<file path="src/rtl/instr_fetch.sv">
// rtl/instr_fetch.sv - instruction fetch stage: PC steering, imem req/ack, decode hand-off
//
// Purpose
//   Fetches the instruction at pc from instruction memory and holds it for decode.
//   Drives pcNext back into the external PC register: hold, step, or redirect on branch.
//   A branch that arrives while a request is outstanding marks the in-flight data as
//   stale (r_flush) so it is dropped when the memory finally answers.
//
// Ports
//   clk, reset                 clock / asynchronous active-low reset
//   pc, pcNext                 current PC in, next PC out (combinational)
//   imem_req, imem_addr        memory request and address (address stable while waiting)
//   imem_ack, imem_rdata       memory response strobe and instruction word
//   branch_taken/target        redirect pulse and destination from execute
//   inst_valid/inst/inst_pc    held instruction towards decode
//   inst_ready                 decode accepts the held instruction

module instr_fetch #(
    parameter int               WIDTH    = 32,
    parameter logic [WIDTH-1:0] RESET_PC = '0,
    parameter int               STEP     = 4
) (
    input  logic             clk,
    input  logic             reset,
    input  logic [WIDTH-1:0] pc,
    output logic [WIDTH-1:0] pcNext,
    output logic             imem_req,
    output logic [WIDTH-1:0] imem_addr,
    input  logic             imem_ack,
    input  logic [31:0]      imem_rdata,
    input  logic             branch_taken,
    input  logic [WIDTH-1:0] branch_target,
    output logic             inst_valid,
    output logic [31:0]      inst,
    output logic [WIDTH-1:0] inst_pc,
    input  logic             inst_ready
);

    typedef enum logic [1:0] {
        S_IDLE  = 2'd0,
        S_FETCH = 2'd1,
        S_WAIT  = 2'd2,
        S_HOLD  = 2'd3
    } state_t;

    state_t           r_state;
    logic             r_flush;
    logic [WIDTH-1:0] r_req_addr;
    logic             r_inst_valid;
    logic [31:0]      r_inst;
    logic [WIDTH-1:0] r_inst_pc;

    logic             w_req;
    logic [WIDTH-1:0] w_addr;
    logic             w_ack;

    // Request is a pure decode of the state register, so it is glitch free.
    // In FETCH the address comes straight from pc (loaded on the same edge that
    // entered FETCH); afterwards the latched copy keeps it stable until ack.
    always_comb begin
        w_req  = (r_state == S_FETCH) || (r_state == S_WAIT);
        w_addr = '0;
        if (r_state == S_FETCH) begin
            w_addr = pc;
        end else if (r_state == S_WAIT) begin
            w_addr = r_req_addr;
        end
        w_ack  = w_req && imem_ack;
    end

    always_comb begin
        pcNext = pc;
        if (!reset) begin
            pcNext = RESET_PC;
        end else if (branch_taken) begin
            pcNext = branch_target;
        end else if (w_ack && !r_flush) begin
            pcNext = pc + WIDTH'(STEP);
        end
    end

    always_ff @(posedge clk or negedge reset) begin
        if (!reset) begin
            r_state      <= S_IDLE;
            r_flush      <= 1'b0;
            r_req_addr   <= '0;
            r_inst_valid <= 1'b0;
            r_inst       <= '0;
            r_inst_pc    <= '0;
        end else begin
            case (r_state)
                S_IDLE: begin
                    r_state <= S_FETCH;
                end
                S_FETCH, S_WAIT: begin
                    if (r_state == S_FETCH) begin
                        r_req_addr <= pc;
                    end
                    if (imem_ack) begin
                        if (!r_flush && !branch_taken) begin
                            r_inst       <= imem_rdata;
                            r_inst_pc    <= w_addr;
                            r_inst_valid <= 1'b1;
                            r_state      <= S_HOLD;
                        end else begin
                            // Stale response: drop it and re-request at the new pc.
                            r_flush <= 1'b0;
                            r_state <= S_FETCH;
                        end
                    end else begin
                        // Memory still owns the old address; remember to discard its answer.
                        if (branch_taken) begin
                            r_flush <= 1'b1;
                        end
                        r_state <= S_WAIT;
                    end
                end
                S_HOLD: begin
                    // A branch squashes the held instruction even if decode takes it.
                    if (branch_taken || inst_ready) begin
                        r_inst_valid <= 1'b0;
                        r_state      <= S_FETCH;
                    end
                end
                default: begin
                    r_state <= S_IDLE;
                end
            endcase
        end
    end

    assign imem_req   = w_req;
    assign imem_addr  = w_addr;
    assign inst_valid = r_inst_valid;
    assign inst       = r_inst;
    assign inst_pc    = r_inst_pc;

endmodule

</file>
<file path="config.mk">
export PLATFORM = sky130hd
export DESIGN_NAME = instr_fetch
export DESIGN_NICKNAME = d
export VERILOG_FILES = /design/src/rtl/instr_fetch.sv
export SDC_FILE = /design/constraint.sdc
export NUM_CORES = 1
export LEC_CHECK = 0
export ABC_AREA = 1
export CORE_MARGIN = 2
export CORE_UTILIZATION = 44
export CTS_BUF_LIST = sky130_fd_sc_hd__clkbuf_8
export CTS_CLUSTER_SIZE = 40
export DETAILED_ROUTE_END_ITERATION = 10
export GPL_TIMING_DRIVEN = 0
export PLACE_DENSITY = 0.82
export RECOVER_POWER = 50
export SLEW_MARGIN = 20
export SYNTH_ARGS = -nofsm -noshare
export SYNTH_HDL_FRONTEND = slang
export SYNTH_SLANG_ARGS = --single-unit
</file>
<file path="constraint.sdc">
create_clock -name clk -period 2.45 [get_ports clk]
set_input_delay 0.49 -clock clk [delete_from_list [all_inputs] [get_ports clk]]
set_output_delay 0.49 -clock clk [all_outputs]
set_load 0.05 [all_outputs]
</file>
### Word-level counts from Yosys, hierarchy flattened

Index checks and enable logic that the tools add are counted.
Widths: inputs -> output; s select.

| storage, ports and cells | value |
|---|---|
| bits in registers | 100 |
| bits of input ports | 101 |
| output and inout port bits | 130 |
| logic and storage cells | 45 |

| operators by class | value |
|---|---|
| $add $sub $neg | 1 |
| equality and inequality tests | 7 |
| muxes and demuxes | 16 |
| reductions and logical operators | 15 |

Operators by type and width:

| kind | number |
|---|---|
| $mux 32 | 5 |
| $add 32x3->32 const B | 1 |
| $ne 2x2->1 const B | 4 |
| $mux 1 | 6 |
| $mux 2 | 3 |
| $pmux 2 s3 | 1 |
| $reduce_and 3->1 | 2 |
| $eq 2x2->1 const B | 2 |
| $reduce_and 4->1 | 1 |
| $reduce_bool 2->1 | 2 |
| $logic_and 1x1->1 | 3 |
| $eq 2x1->1 const B | 1 |
| $logic_not 1->1 | 2 |
| $logic_not 2->1 | 1 |
| $logic_or 1x1->1 | 2 |
| $pmux 1 s2 | 1 |
| $reduce_and 2->1 | 1 |
| $reduce_or 2->1 | 1 |

### Depth between registers and ports, before layout

Gate-level depths: netlist of run 1.

| logic depth | value |
|---|---|
| depth after elaboration | 7 |
| depth in mapped cells | 13 |
| mapped depth without buffers | 13 |

### Least setup slack after synthesis of run 1

No wires, ideal clock.

| timing path | value |
|---|---|
| path kind | reg-to-output |
| start | register r_state[0] |
| end | output pcNext[4] |
| arrival | 2.394 ns |
| data required time | 1.960 ns |
| path slack | -0.434 ns |
| cell stages (with the launch flop) | 9 |
| buffers on the path | 0 |
| path through | dfrtp_1 -> inv_1 -> ha_1 -> inv_2 -> nand2_2 -> nor2_4 -> nand2_1 -> or2_2 -> a31oi_1 |

| on the way | value |
|---|---|
| word-level cells in the longest chain between the ends | 7 |
| elaborated cells on any way between the ends | 8 |
| those cells by class | 2 x eq/ne; 3 x mux; 3 x reduce/logical |

RTL lines:

| what | line | source |
|---|---|---|
| from (decl) | 46 | `state_t r_state;` |
| from (signal assigned) | 84 | `r_state <= S_IDLE;` |
| from (signal assigned) | 93 | `r_state <= S_FETCH;` |
| from (signal assigned) | 104 | `r_state <= S_HOLD;` |
| $eq 2x1->1 or $eq 2x2->1 (tied branches) | 61 | `w_req = (r_state == S_FETCH) \|\| (r_state == S_WAIT);` |
| $logic_or 1x1->1 (*) | 61 |  |
| via imem_req | 27 | `output logic imem_req,` |
| $logic_and 1x1->1 (*) | 68 | `w_ack = w_req && imem_ack;` |
| $logic_and 1x1->1 (*) | 77 | `end else if (w_ack && !r_flush) begin` |
| $mux 32 (*) | 77 |  |
| $mux 32 (*) | 75 | `end else if (branch_taken) begin` |
| $mux 32 (*) | 73 | `if (!reset) begin` |
| to (decl) | 26 | `output logic [WIDTH-1:0] pcNext,` |

The timed path passes the listed nets; every way through them passes the cells marked *.

### Worst setup path in the final report of run 1

| timing path | value |
|---|---|
| start | register r_state[0] |
| end | output pcNext[26] |

| on the way | value |
|---|---|
| word-level cells in the longest chain between the ends | 7 |
| elaborated cells on any way between the ends | 8 |
| those cells by class | 2 x eq/ne; 3 x mux; 3 x reduce/logical |

RTL lines:

| what | line |
|---|---|
| $eq 2x1->1 or $eq 2x2->1 (tied branches) | 61 |
| $logic_or 1x1->1 (*) | 61 |
| $logic_and 1x1->1 (*) | 68 |
| $logic_and 1x1->1 (*) | 77 |
| $mux 32 (*) | 77 |
| $mux 32 (*) | 75 |
| $mux 32 (*) | 73 |

Every way passes the cells marked *; elsewhere a longest branch is shown, timed or not.

==> reports/metrics.yaml, run 1 <==
start_util: 0.455
avgViaCountPerCell: 5.25
synth_edf_count: 0
antenna_found_initial: 0
worst-slew-pin-transition_ns: 1.89
io_pins: 231
cts-root-buf: "clkbuf_8"
dr.pass1.iters: 5
die_y_um: 116
cts_tree: "built"
p_leak_nw: 4.52
yosysMostFrequentCell: "nand2_1"
die_w_um: 116
grt.total_usage: 0.286
clock_skew_ns: 0.0121
ys_ff_latch: 100
setup_viol: 33
gp_congestion: 0.930
ant_nets: 0
netlist_area_um2: 5510
clock-sinks: 100
syn-num-nets: 876
numCtsBuffers: 9
drt_iter0_drc: 572
finalHoldViolCount: 0
critPathLaunchType: "flop"
worstSkewPairLatency_ns: 0.38
synth-simple-area-share: 0.330
overflow: 0
critPathSlowestCell: "dfrtp_1"
hold_class: "flop to flop"
relSlewSlack: -0.262
yosys_warnings: 0
io_buffers: 230
drv_cap: 2
critPathKind: "flop to primary output"
yosys.area_share.adder: 0.00909
end_kind: "primary output"
async_flop_share: 1.00
critPathMaxFanout: 5
drc: 0
violations: "capacitance limit, slew limit, setup timing"
synth_compound_area_frac: 0.113
ir_drop_uv: 922
synth_top_area_share: 0.454
yosys.area_share.xor_xnor: 0.00636
total_power_mw: 11.8
pwr_density_cell_nw_per_um2: 1230
syn_inst: 771
dp_hpwl_mm: 13.6
slowest_delay_ns: 0.41
min_period_ns: 2.91
netlist_top_cells_count: "296 x nand2_1, 100 x dfrtp_1, 84 x inv_1"
worstPathArrival_ns: 2.42
grt_pass1_vias: 5946
num_antenna_cells: 0
drive_gt1_frac: 0.271
fin_crit_sh: 1.19
synth_top_flop_cell: "dfrtp_1"
grt_pass1_wl_mm: 29.9
path_cells: "inv_2 -> ha_4 -> inv_6 -> nand2_4 -> nor2_4 -> buf_12 -> nand2_8 -> nor2_4 -> nand4_1 -> nand2_1 -> nand2_1 -> nor2_2 -> nor2_4 -> buf_6"
crit_top_cell: "nor2_4"
rsz0062_at_grt: "true"
grt_start_max_net_pins: 67
dieArea_um2: 13400
rows: 40
synth_top_family_by_area: "simple AND/OR/NAND/NOR gates"
slew_violations: 102
fillers: 749
core_um2: 12100
drt_wl_total_mm: 21.0
synth_area_per_cell_um2: 7.14
dr_total_vias: 6370
required_ns: 1.96
wl_per_cell_um: 17.3
cts.path.max_buffers: 2
clkTransAtPathRegs_ns: 0.09
max_freq_mhz: 344
ys_seq_area_frac: 0.454
fin_ws_ns: -0.458
syn_to_final_growth_pct: 74.8
htreeDepth: 3
finalNetCount: 1145
dpl_worst_slack_ns: -1.08
status: "finished, violations left"
yosysTopAreaCell: "dfrtp_1"
yosys-top-cells-area: "dfrtp_1 45%, nand2_1 20%, inv_1 5.7%"
synth_cell_types: 30
synth_mux_area_frac: 0
[per-stage QoR]
step | TNS, ns | hold slack [ns] | instance area, um2 | instances | util
2_1_floorplan | -6.33 | 0.194 | 5690 | 771 | -
3_3_place_gp | -434.00 | 0.453 | 8200 | 1169 | 0.677
3_5_place_dp | -44.57 | 0.411 | 8230 | 1170 | 0.680
4_1_cts | -6.22 | 0.00547 | 9200 | 1198 | 0.760
5_1_grt | -11.91 | 0.490 | 9630 | 1213 | 0.795
6_report | -8.93 | 0.476 | 9630 | 1213 | 0.795
[cells in the final DEF (no fill, tap or decap), types with 12 or more instances in the layout]
| master | synthesis | layout |
|---|---|---|
| nor2_1 | 61 | 48 |
| buf_8 | 0 | 12 |
| nand3_2 | 1 | 13 |
| buf_6 | 0 | 60 |
| inv_2 | 3 | 13 |
| dfrtp_1 | 100 | 100 |
| clkdlybuf4s50_1 | 0 | 145 |
| clkbuf_8 | 0 | 12 |
| o21ai_0 | 53 | 45 |
| buf_4 | 0 | 19 |
| inv_1 | 84 | 68 |
| nor2_4 | 4 | 13 |
| nand3_1 | 38 | 23 |
| o31ai_4 | 0 | 32 |
| nand2_1 | 296 | 258 |
| dlygate4sd2_1 | 0 | 14 |
| clkbuf_1 | 23 | 13 |
| nand2_2 | 3 | 37 |
[registers in the layout, summed over array words and instances, names as in the netlist]
name	cells
r_flush	1
r_state	2
inst	32
inst_pc	32
inst_valid	1
r_req_addr	32
[metal layers]
layer	vias to the layer above	wire length, um	global-route usage
li1	2975	-	-
met1	2957	8180	0.358
met2	357	9910	0.472
met3	81	2010	0.0764
met4	0	906	0.115
met5	-	0	0
[path summary, 6_finish.rpt]
path                       startpoint        endpoint  slack [ns]  cells past startpoint
min                           inst[0]         inst[0]        0.48                      2
min reg2reg                   inst[0]         inst[0]        0.48                      2
min in group asynchronous       reset      inst_pc[3]        0.83                      2
max reg2reg                r_state[0]        inst[12]        0.29                     11
max                        r_state[0]      pcNext[26]       -0.46                     14
max in group asynchronous       reset  r_req_addr[25]        0.43                      2
[logic make-up after synthesis]
kind of cell    after synthesis
buf+inv                     123
flops                       100
xor+xnor                      4
compound gates              104
simple gates                436
fa+ha+maj                     4
[power breakdown]
part	switching (mW)	internal, mW
sequential	0.323	2.35
combinational	5.34	2.73
clock	0.581	0.500
total	6.24	5.58
[cell type report]
class,instances,area [um2],area share
plain buffers,35,277,0.0287
clock buffers,10,138,0.0143
clock inverters,6,65.1,0.00676
inverters,87,354,0.0368
multi-input cells,548,3400,0.353
flip-flops and latches,100,2500,0.260
well taps,168,210,0.0218
repair buffers,259,2680,0.279
[worst max-delay path, delay by kind of cell (launching register included)]
family                   cells  cell delay (ns)
AND/OR/NAND/NOR              9             0.95
buffers and inverters        4             0.48
flip-flops                   1             0.41
adder cells (fa/ha/maj)      1             0.21
[repair_timing]
action,CTS,global route
resized for setup,602,93
gates cloned,0,1
hold buffers,0,1
hold endpoints to repair,0,34
endpoints found under the setup margin,65,64
pin swaps,30,31
setup buffers,13,13
No activity file was read; power rests on OpenSTA's default activity.
==> run 2, diff against run 1 <==
Settings changed: CAP_MARGIN set to 20, CTS_CLUSTER_DIAMETER set to 50.
==> results of run 2 <==
Same layout as run 1: the final DEF is identical, and so are final timing and power.
==> run 3, diff against run 2 <==
Settings changed: ABC_AREA 1 to 0, PLACE_DENSITY 0.82 to 0.83.
==> reports/metrics.yaml, run 3 <==
setup_viol: 128  # +290%
start_util: 0.450  # -0.00454
synth_top_flop_cell: "dfrtp_1"
fin_ws_ns: -0.891  # -0.433 ns
yosysTopAreaCell: "dfrtp_1"
max_freq_mhz: 299  # -13%
end_kind: "primary output"
grt_pass1_vias: 5671  # -4.6%
dp_hpwl_mm: 13.5  # -0.61%
synth_area_per_cell_um2: 11.4  # +59%
wl_per_cell_um: 27.0  # +56%
status: "finished, violations left"
rsz0062_at_grt: "true"
grt.total_usage: 0.303  # +0.0173
ir_drop_uv: 1260  # +37%
netlist_area_um2: 5410  # -1.8%
synth_cell_types: 51  # +70%
die_w_um: 115  # -0.88%
required_ns: 1.96  # about the same
core_um2: 12000  # -0.83%
grt_start_max_net_pins: 40  # -40%
synth_top_area_share: 0.463  # +0.00841
gp_congestion: 0.879  # -5.5%
fillers: 554  # -26%
async_flop_share: 1.00  # unchanged
grt_pass1_wl_mm: 30.8  # +3.0%
finalNetCount: 897  # -22%
critPathSlowestCell: "dfrtp_1"
drt_iter0_drc: 666  # +16%
min_period_ns: 3.34  # +0.433 ns
worstPathArrival_ns: 2.85  # +0.43 ns
yosys_warnings: 0  # unchanged
p_leak_nw: 4.46  # -1.4%
dieArea_um2: 13200  # -1.8%
ant_nets: 0  # unchanged
drc: 0  # unchanged
htreeDepth: 3  # unchanged
ys_ff_latch: 100  # unchanged
cts_tree: "built"
slew_violations: 0  # -100%
antenna_found_initial: 0  # unchanged
syn-num-nets: 581  # -34%
dr_total_vias: 6010  # -5.7%
reg2regPathDepth: 11  # unchanged
worst-path-buf-inv: 3  # -1
setup_tns_ns: -51.53  # -42.60 ns
syn_inst: 476  # -38%
drt_wl_total_mm: 25.5  # +21%
fin_crit_sh: 1.36  # +0.177
relSlewSlack: 0.105  # +0.367
syn_to_final_growth_pct: 91.0
netlist_top_cells_count: "100 x dfrtp_1, 96 x mux2_2, 32 x a22o_1"
slowest_delay_ns: 0.43  # +0.02 ns
drive_gt1_frac: 0.468  # +0.197
cts.path.max_buffers: 2  # unchanged
worst-slew-pin-transition_ns: 1.34  # -0.551 ns
total_power_mw: 13.2  # +12%
cts-root-buf: "clkbuf_8"
hold_class: "input port to asynchronous set/reset pin"
final_cell_mix: "145 x clkdlybuf4s50_1, 100 x dfrtp_1, 57 x mux2_2, 56 x buf_6"
clock_skew_ns: 0.0123  # +0.000173 ns
critPathLaunchType: "flop"
rows: 40  # unchanged
synth_edf_count: 0  # unchanged
avgViaCountPerCell: 6.36  # +21%
violations: "setup timing"
clkTransAtPathRegs_ns: 0.11  # +0.02 ns
pwr_density_cell_nw_per_um2: 1280  # +4.3%
final_common_cell: "clkdlybuf4s50_1"
dr.pass1.iters: 6  # +1
crit_family: "simple AND/OR/NAND/NOR gates"
clock-sinks: 100  # unchanged
cp_num_cells: 8  # -6
critPathKind: "flop to primary output"
drv_cap: 0  # -2
io_pins: 231  # unchanged
yosys-top-cells-area: "dfrtp_1 46%, mux2_2 20%, a22o_1 5.2%"
finalHoldViolCount: 0  # unchanged
overflow: 0  # unchanged
yosysMostFrequentCell: "dfrtp_1"
numCtsBuffers: 9  # unchanged
ys_seq_area_frac: 0.463  # +0.00841
critPathMaxFanout: 5  # unchanged
io_buffers: 227  # -1.3%
die_y_um: 115  # -0.88%
path_cells: "inv_2 -> ha_4 -> or3b_4 -> buf_6 -> or4_4 -> or3_4 -> a31oi_4 -> buf_8"
worstSkewPairLatency_ns: 0.40  # +0.02 ns
==> run 3: changes by cell type in the layout (fill, tap and decap cells not counted), moves of 23 or more <==
cell / change
mux2_2: +57
inv_1: -59
buf_8: +30
nor2_1: -42
nand2_1: -244
o31ai_4: -31
mux2_4: +39
nand2_2: -34
buf_4: +23
o21ai_0: -25
==> run 3: power by group <==
group	internal [mW]	total (mW)	switching, mW
registers	2.43	2.99	0.561
logic	3.94	8.84	4.90
clock network	0.698	1.38	0.683
==> run 3: per-stage QoR <==
step	util	cell area [um2]	hold slack (ns)	worst slack [ns]	std cells
final	0.859	10300	0.405	-0.891	945
after CTS	0.783	9410	0.0801	-0.852	911
after floorplan	-	5710	0.194	-0.420	476
after detailed placement	0.682	8190	0.365	-1.72	851
after global placement	0.680	8160	0.488	-4.57	850
after global routing	0.859	10300	0.407	-0.920	944
==> run 3: worst register-to-register path, cell delays in order, from the launching register on <==
cell	delay [ns]
dfrtp_1	0.43
inv_2	0.10
ha_4	0.21
or3b_4	0.38
buf_4	0.15
buf_6	0.12
buf_4	0.13
buf_4	0.14
nor2_4	0.17
buf_8	0.19
clkbuf_16	0.17
mux2_2	0.33
==> run 3: repair_timing <==
item,CTS,global route
setup buffers,41,30
cloned,4,7
hold buffers,1,0
resized for setup,573,158
pin swaps,48,44
endpoints found under the hold margin,23,0
endpoints found under the setup margin,125,140
==> run 3: area by class of cell <==
cell class              count  area [um2]  share of cell area
repair buffers            309        3330               0.322
clock inverters             7         135              0.0131
diodes                      1        2.50            0.000242
well taps                 147         184              0.0178
plain buffers              34         404              0.0391
inverters                  10        37.5             0.00364
clock buffers               9         124              0.0120
flip-flops and latches    100        2500               0.242
multi-input cells         328        3610               0.350
==> run 3: cell families after synthesis <==
group                    synth area share
AND/OR/NAND/NOR                     0.127
multiplexers                        0.206
flip-flops                          0.463
buffers and inverters              0.0368
adder cells (fa/ha/maj)           0.00926
AO/OA/AOI/OAI                       0.144
XOR/XNOR                           0.0146
==> run 3: metal layers <==
metal	track usage	vias to the layer above	wire (um)
met5	0	-	0
met4	0.125	0	1560
met3	0.0764	144	1980
met2	0.524	448	13000
met1	0.360	2976	9030
li1	-	2442	-
==> run 3: worst paths after layout <==
check	from	to	slack, ns
setup / recovery	r_state[0]	pcNext[14]	-0.89
hold / removal	reset	r_req_addr[14]	0.41
setup reg to reg	r_state[0]	inst[4]	-0.18
hold reg to reg	inst_pc[16]	inst_pc[16]	0.52
max in group asynchronous	reset	inst_valid	0.81
min in group clk	pc[6]	r_req_addr[6]	0.41
